[src/rtl/mc_pkg.sv]
// Shared MC-stage definitions: scan sequencer state encoding and default
// coordinate/counter widths used by MC top, the scan sequencer and the filter datapath.
package mc_pkg;

  localparam int MC_COORD_W = 8;
  localparam int MC_CNT_W   = 16;

  typedef enum logic [1:0] {
    LFS_IDLE,
    LFS_LOAD,
    LFS_REQ,
    LFS_DONE
  } lfs_state_t;

endpackage

[src/rtl/mb_raster_cnt.sv]
// Raster-order macroblock coordinate counter: clears to (0,0), advances x then
// wraps into the next row, and flags the bottom-right macroblock of the frame.
module mb_raster_cnt
  import mc_pkg::*;
#(
  parameter int COORD_W = MC_COORD_W
) (
  input  logic               clk,
  input  logic               rst,
  input  logic               clr,
  input  logic               adv,
  input  logic [COORD_W-1:0] w,
  input  logic [COORD_W-1:0] h,
  output logic [COORD_W-1:0] x,
  output logic [COORD_W-1:0] y,
  output logic               last
);

  localparam logic [COORD_W-1:0] ONE = COORD_W'(1);

  logic [COORD_W-1:0] x_q, x_d;
  logic [COORD_W-1:0] y_q, y_d;
  logic               x_end;

  // w/h are only non-zero while a frame is scanning, so w-1/h-1 never matter when zero
  assign x_end = (x_q == w - ONE);
  assign last  = x_end && (y_q == h - ONE);

  always_comb begin
    x_d = x_q;
    y_d = y_q;
    if (clr) begin
      x_d = '0;
      y_d = '0;
    end else if (adv) begin
      if (x_end) begin
        x_d = '0;
        y_d = y_q + ONE;
      end else begin
        x_d = x_q + ONE;
      end
    end
  end

  always_ff @(posedge clk) begin
    if (rst) begin
      x_q <= '0;
      y_q <= '0;
    end else begin
      x_q <= x_d;
      y_q <= y_d;
    end
  end

  assign x = x_q;
  assign y = y_q;

endmodule

[src/rtl/lf_conceal_scan.sv]
// Loop-filter/concealment scan sequencer: on a rising LF_conceal it walks the
// macroblock grid in raster order, one req/ack request per macroblock, then pulses frame_done.
module lf_conceal_scan
  import mc_pkg::*;
#(
  parameter int COORD_W = MC_COORD_W,
  parameter int CNT_W   = MC_CNT_W
) (
  input  logic               CLK,
  input  logic               reset,
  input  logic [COORD_W-1:0] height,
  input  logic [COORD_W-1:0] width,
  input  logic               LF_conceal,
  output logic               mb_req,
  input  logic               mb_ack,
  output logic [COORD_W-1:0] mb_x,
  output logic [COORD_W-1:0] mb_y,
  output logic               left_avail,
  output logic               top_avail,
  output logic               busy,
  output logic               frame_done,
  output logic [CNT_W-1:0]   mb_count
);

  lfs_state_t         state_q;
  logic               lf_q;
  logic               req_q;
  logic               busy_q;
  logic               done_q;
  logic [CNT_W-1:0]   cnt_q;
  logic [COORD_W-1:0] w_q;
  logic [COORD_W-1:0] h_q;

  logic               start;
  logic               xfer;
  logic               last;
  logic               rc_clr;
  logic               rc_adv;

  assign start  = LF_conceal & ~lf_q;
  assign xfer   = req_q & mb_ack;
  assign rc_clr = (state_q == LFS_LOAD);
  // the final transfer leaves the coordinates parked on the last macroblock
  assign rc_adv = xfer & ~last;

  mb_raster_cnt #(
    .COORD_W (COORD_W)
  ) u_raster (
    .clk  (CLK),
    .rst  (reset),
    .clr  (rc_clr),
    .adv  (rc_adv),
    .w    (w_q),
    .h    (h_q),
    .x    (mb_x),
    .y    (mb_y),
    .last (last)
  );

  always_ff @(posedge CLK) begin
    if (reset) begin
      state_q <= LFS_IDLE;
      lf_q    <= 1'b0;
      req_q   <= 1'b0;
      busy_q  <= 1'b0;
      done_q  <= 1'b0;
      cnt_q   <= '0;
      w_q     <= '0;
      h_q     <= '0;
    end else begin
      lf_q   <= LF_conceal;
      done_q <= 1'b0;
      case (state_q)
        LFS_IDLE: begin
          if (start) begin
            state_q <= LFS_LOAD;
            busy_q  <= 1'b1;
          end
        end
        LFS_LOAD: begin
          w_q   <= width;
          h_q   <= height;
          cnt_q <= '0;
          if ((width == '0) || (height == '0)) begin
            state_q <= LFS_DONE;
            done_q  <= 1'b1;
          end else begin
            state_q <= LFS_REQ;
            req_q   <= 1'b1;
          end
        end
        LFS_REQ: begin
          if (xfer) begin
            cnt_q <= cnt_q + CNT_W'(1);
            if (last) begin
              state_q <= LFS_DONE;
              req_q   <= 1'b0;
              done_q  <= 1'b1;
            end
          end
        end
        LFS_DONE: begin
          state_q <= LFS_IDLE;
          busy_q  <= 1'b0;
        end
        default: begin
          state_q <= LFS_IDLE;
          req_q   <= 1'b0;
          busy_q  <= 1'b0;
        end
      endcase
    end
  end

  assign mb_req     = req_q;
  assign busy       = busy_q;
  assign frame_done = done_q;
  assign mb_count   = cnt_q;
  assign left_avail = (mb_x != '0);
  assign top_avail  = (mb_y != '0);

endmodule

[config.mk]
export PLATFORM = sky130hd
export DESIGN_NAME = lf_conceal_scan
export DESIGN_NICKNAME = d
export VERILOG_FILES = /design/src/rtl/mc_pkg.sv /design/src/rtl/mb_raster_cnt.sv /design/src/rtl/lf_conceal_scan.sv
export SDC_FILE = /design/constraint.sdc
export NUM_CORES = 1
export LEC_CHECK = 0
export ABC_AREA = 1
export CAP_MARGIN = 0
export CORE_MARGIN = 2
export CORE_UTILIZATION = 50
export DETAILED_ROUTE_END_ITERATION = 7
export PLACE_DENSITY_LB_ADDON = 0.05
export SYNTH_ARGS = -nofsm -noshare
export SYNTH_HDL_FRONTEND = slang
export SYNTH_HIERARCHICAL = 1
export SYNTH_SLANG_ARGS = --single-unit
[constraint.sdc]
create_clock -name CLK -period 4.4 [get_ports CLK]
set_clock_uncertainty 0.1 [all_clocks]
set_input_delay 0.66 -clock CLK [delete_from_list [all_inputs] [get_ports CLK]]
set_output_delay 0.66 -clock CLK [all_outputs]
set_load 0.05 [all_outputs]
; Yosys cells after proc, flatten, opt, wreduce, memory -nomap -nowiden
; Index checks and enable logic that the tools add are counted.
[totals]
regBits = 54
out_inout_bits = 37
elab_cells = 62
[op_classes]
addsub = 5
n_eq_ne = 9
mux = 18
n_bitwise = 5
reduce_logical = 15
[op_table]
columns = cell, count
row1 = $pmux W16 S2, 1
row2 = $add A16 B1 Y16 const B, 1
row3 = $add A8 B1 Y8 const B, 2
row4 = $eq A8 B8 Y1, 2
row5 = $logic_not A8 Y1, 2
row6 = $mux W16, 1
row7 = $reduce_bool A8 Y1, 2
row8 = $sub A8 B1 Y8 const B, 2
row9 = $mux W1, 8
row10 = $mux W8, 1
row11 = $ne A2 B2 Y1 const B, 4
row12 = $pmux W2 S4, 1
row13 = $mux W2, 3
row14 = $pmux W1 S2, 3
row15 = $reduce_and A2 Y1, 3
row16 = $eq A2 B2 Y1 const B, 2
row17 = $reduce_and A4 Y1, 1
row18 = $reduce_bool A2 Y1, 2
row19 = $and A1 B1 Y1, 3
row20 = $reduce_and A3 Y1, 1
row21 = $eq A2 B1 Y1 const B, 1
row22 = $logic_not A2 Y1, 1
row23 = $not A1 Y1, 2
row24 = $reduce_or A2 Y1, 1
row25 = 2 further kinds, 2

; Logic depth before layout (Yosys ltp)
[depth]
word_depth = 6
mapped_depth = 20
mapped_depth_nobuf = 19

; By module
; Netlist, hierarchy kept.
[by_module_without_submodules]
columns = module, instances, cells_per_inst, area_each_um2, seq_area_each_um2
row1 = lf_conceal_scan, 1, 252, 1843.0, 760.7
row2 = mb_raster_cnt, 1, 208, 1316.3, 320.3

; Worst setup path after synthesis
; No wires, ideal clock.
[synth_path]
kind = register -> register
startpoint = reg u_raster.x_q[4], in the netlist u_raster/x[4]
endpoint = reg u_raster.x_q[7], in the netlist u_raster/x[7]
arrival_time_ps = 2596
setup_slack_ps = 1587
stages_incl_launch_ff = 18
n_path_buf = 1
cell_sequence = dfxtp_1 nor2_1 nor2_2 nand2_1 nand2_1 nor2_1 nand2_1 nor2_4 buf_6 inv_1 nor2_1 nor2_1 inv_1 nor3_2 nand4_1 nor2_1 xnor2_1 nor2_1
[synth_between]
elab_chain_len = 4
elab_cells_between_ends = 6
[synth_lines]
columns = item, line
row1 = start: declaration, mb_raster_cnt.sv:21  ; logic [COORD_W-1:0] x_q, x_d;
row2 = start signal: assignment, mb_raster_cnt.sv:47  ; x_q <= '0;
row3 = start signal: assignment, mb_raster_cnt.sv:50  ; x_q <= x_d;
row4 = $eq A8 B8 Y1, mb_raster_cnt.sv:26  ; assign x_end = (x_q == w - ONE);
row5 = $logic_and A1 B1 Y1, mb_raster_cnt.sv:27  ; assign last = x_end && (y_q == h - ONE);
row6 = named net last, lf_conceal_scan.sv:36  ; logic last;
row7 = $not A1 Y1, lf_conceal_scan.sv:44  ; assign rc_adv = xfer & ~last;
row8 = $and A1 B1 Y1, lf_conceal_scan.sv:44
row9 = named net rc_adv, lf_conceal_scan.sv:38  ; logic rc_adv;
; The timed path passes the listed nets, and every way through them passes these cells.
; A chain may end at the register's enable or synchronous reset.

; Final worst setup path
[layout_path]
startpoint = reg w_q[0]
endpoint = reg u_raster.x_q[7], in the netlist u_raster/x[7]
[layout_between]
elab_chain_len = 5
elab_cells_between_ends = 6
[layout_lines]
columns = item, line
row1 = start: declaration, lf_conceal_scan.sv:31  ; logic [COORD_W-1:0] w_q;
row2 = start signal: assignment, lf_conceal_scan.sv:81  ; w_q <= width;
row3 = $sub A8 B1 Y8, mb_raster_cnt.sv:26
row4 = $eq A8 B8 Y1, mb_raster_cnt.sv:26
row5 = $logic_and A1 B1 Y1, mb_raster_cnt.sv:27
row6 = named net last, lf_conceal_scan.sv:36
row7 = $not A1 Y1, lf_conceal_scan.sv:44
row8 = $and A1 B1 Y1, lf_conceal_scan.sv:44
row9 = named net rc_adv, lf_conceal_scan.sv:38
; The timed path passes the listed nets, and every way through them passes these cells.

==> results.toml <==
[clock_tree]
postCtsSetupRepairBufs = 0
cts.hold.buffers_added = 0
cts_resized = 0
clk_pin_slew_ns = 0.10
htree_num_levels = 2
cts_root_buf = "clkbuf_8"
cts_buffers = 5
cts_max_path_buffers = 2
cts_tree = "yes"
insertion_delay_ns = 0.31
clkSinkCount = 54

[finish]
drive_gt1_share_pct = 7.93
final_cell_mix = "nand2_1, nor2_1, inv_1, clkdlybuf4s50_1, dfxtp_1"
syn_to_final_growth_pct = 23.1
nets = 546
n_fill_cell = 538
layout_commonest_cell = "nand2_1"
diodes = 0
final_area_mm2 = 0.00389

[synth]
synthArstFlopShare_pct = 0
yosysUniqueCellTypes = 41
synth_ff_type = "dfxtp_1"
syn_inst = 460
yosys_warnings = 6
synth_seq_cells = 54
yosysSeqAreaShare_pct = 34.2
netlist_area_mm2 = 0.00316
synth_area_per_cell_um2 = 6.87
syn_nets = 490
synth-edff-count = 0

[power_and_ir_drop]
combPwrFrac_pct = 41.6
internal_power_mw = 0.988
seqPwrFrac_pct = 37.5
p_sw_share_pct = 40.5
power.density_mw_per_mm2 = 427
p_switching_mw = 0.672
vdd_drop_max_v = 0.000297
p_leak_nw = 1.64
power_frac_clock_pct = 20.9

[worst_setup_path]
required_ns = 4.51
crit_type = "flop to flop"
crit_family = "simple AND/OR/NAND/NOR gates"
crit_slowest_cell = "dfxtp_1"
crit_chain = "inv_1, ha_1, nand2_1, nand2_1, nand2_1, nand2_1, nor2_1, nand2_1, nor2_4, inv_1, nor2_1, nor2_1, buf_4, inv_1, nor3_2, nand4_1, nor2_1, xnor2_1, nor2_1"
cp.arrival_ns = 2.92
path_buf_inv = 4
worstSetupStartpointType = "flop"
path_max_fanout = 15
cpPeakStageDelay_ns = 0.38
cp-end-kind = "flop"

[routing]
drt_iter0_markers = 112
vias = 2989
viasPerCell = 5.05
drt.antenna.violating_nets = 0
drc = 0
drt-pass1-iter-count = 4
wire_per_inst_um = 11.9
drt-total-wl_um = 7030

[sta]
fin_crit_sh_pct = 63.9
setup_viol_count_final = 0
worst_slew_pin_slew_ns = 0.960
rsz0062_at_grt = "false"
setup_tns_ns = 0
post-route-min-period_ns = 2.81
hold_viol_final = 0
maxSlewViolCount = 0
clock.fmax_mhz = 356
hold-worst-slack_ns = 0.364
slew-limit-headroom_pct = 36.0

[place]
dp.final_hpwl_um = 5280
place_area_mm2 = 0.00377
place.gp.congestion = 0.815
io_buffers = 56

[global_routing]
grtUsageTotal_pct = 20.2
gr-total-overflow = 0
grt_start_max_net_pins = 34
grt_pass1_wl_um = 11800
grt_pass1_vias = 2735
antenna_found_initial = 0

[job]
drv_cap = 0

[hold_path]
min_path_type = "flop to flop"

[floorplanning]
io_pins = 57
initial_core_util_pct = 52.4
rows = 28
die_w_um = 83.5
dieArea_mm2 = 0.00697
core_mm2 = 0.00603
dieHeight_um = 83.5

[outcome]
status = "completed"
[per-stage QoR]
step / power [mW] / std cells / worst slack [ns] / util [%]
floorplan: 1.18 / 460 / 1.59 / -
global placement: 1.30 / 584 / 1.69 / 62.6
detailed placement: 1.32 / 584 / 1.63 / 62.6
CTS: 1.67 / 592 / 1.61 / 64.6
global route: 1.79 / 592 / 1.27 / 64.6
finish: 1.66 / 592 / 1.59 / 64.6
[logic make-up after synthesis]
logic type | Yosys count | share of synthesized area [%]
fa+ha+maj | 10 | 3.96
buf+inv | 71 | 9.07
flops | 54 | 34.2
compound gates | 75 | 13.0
simple gates | 224 | 32.6
xor+xnor | 26 | 7.21
[cells in the mapped netlist (2+ instances only)]
master    number  area share, %
nand3_1       24            3.8
nand2_1       96             11
o211ai_1       2           0.48
nand2_2        8            1.6
xnor2_1        9            2.5
xor2_1        17            4.7
nor2_1        61            7.2
nand4_1        5           0.99
nand3_2        2           0.63
clkbuf_1       4           0.48
o21ai_1        2           0.32
dfxtp_1       54             34
a21oi_2        2           0.55
buf_6          2           0.71
nor4_1         4           0.79
nor3_1         7            1.1
or2_2          2           0.40
nor2_2         5           0.99
inv_2          4           0.48
ha_1          10            4.0
nor3_2         3           0.95
inv_1         57            6.8
nand3b_1       2           0.48
o21a_1         2           0.48
a21oi_1       37            5.9
o21ai_0       24            3.8
[power by group through the flow]
stage / logic [mW] / registers (mW) / clock network (mW)
after floorplan: 0.535 / 0.641 / 0
after global placement: 0.673 / 0.632 / 0
after global routing: 0.783 / 0.635 / 0.377
after CTS: 0.691 / 0.621 / 0.359
final: 0.690 / 0.622 / 0.347
after detailed placement: 0.688 / 0.633 / 0
[registers in the layout, summed over array words and instances, names as in the netlist]
| signal | count |
|---|---|
| mb_req | 1 |
| w_q | 8 |
| u_raster/x | 8 |
| state_q | 2 |
| h_q | 8 |
| u_raster/y | 8 |
| busy | 1 |
| frame_done | 1 |
| lf_q | 1 |
| mb_count | 16 |
[layout make-up]
class | instances | area [um^2] | share of cell area, %
Tap cell | 75 | 93.8 | 2.41
Inverter | 63 | 239 | 6.14
Sequential cell | 54 | 1080 | 27.8
Multi-Input combinational cell | 335 | 1790 | 46.1
Clock buffer | 5 | 68.8 | 1.77
Timing Repair Buffer | 57 | 568 | 14.6
Clock inverter | 3 | 47.5 | 1.22
[metal layers]
layer / wire (um) / track usage (%) / vias up / share of wire [%]
li1: - / - / 1581 / -
met1: 3220 / 23.9 / 1354 / 46
met2: 3520 / 37.1 / 46 / 50
met3: 201 / 3.86 / 8 / 2.9
met4: 97 / 5.87 / 0 / 1.4
met5: 0 / 0 / - / 0
[worst reg2reg max path, stage by stage (launching register included)]
cell and delay (ns):
dfxtp_1 0.38, inv_1 0.10, ha_1 0.24, nand2_1 0.13, nand2_1 0.07, nand2_1 0.06
nand2_1 0.05, nor2_1 0.09, nand2_1 0.09, nor2_4 0.28, inv_1 0.07, nor2_1 0.24
nor2_1 0.08, buf_4 0.20, inv_1 0.12, nor3_2 0.08, nand4_1 0.11, nor2_1 0.07
xnor2_1 0.13, nor2_1 0.06
[path summary, 6_finish.rpt]
path / depth (start not counted) / end / slack [ns] / from
setup reg to reg: 19 / u_raster/x[7]$_SDFFE_PP0P_ / 1.59 / w_q[0]$_SDFFE_PP0P_
hold reg to reg: 2 / busy$_SDFFE_PP0P_ / 0.36 / busy$_SDFFE_PP0P_
setup / recovery: 19 / u_raster/x[7]$_SDFFE_PP0P_ / 1.59 / w_q[0]$_SDFFE_PP0P_
hold / removal: 2 / busy$_SDFFE_PP0P_ / 0.36 / busy$_SDFFE_PP0P_
Note: power is estimated with default switching activity, not from simulation.
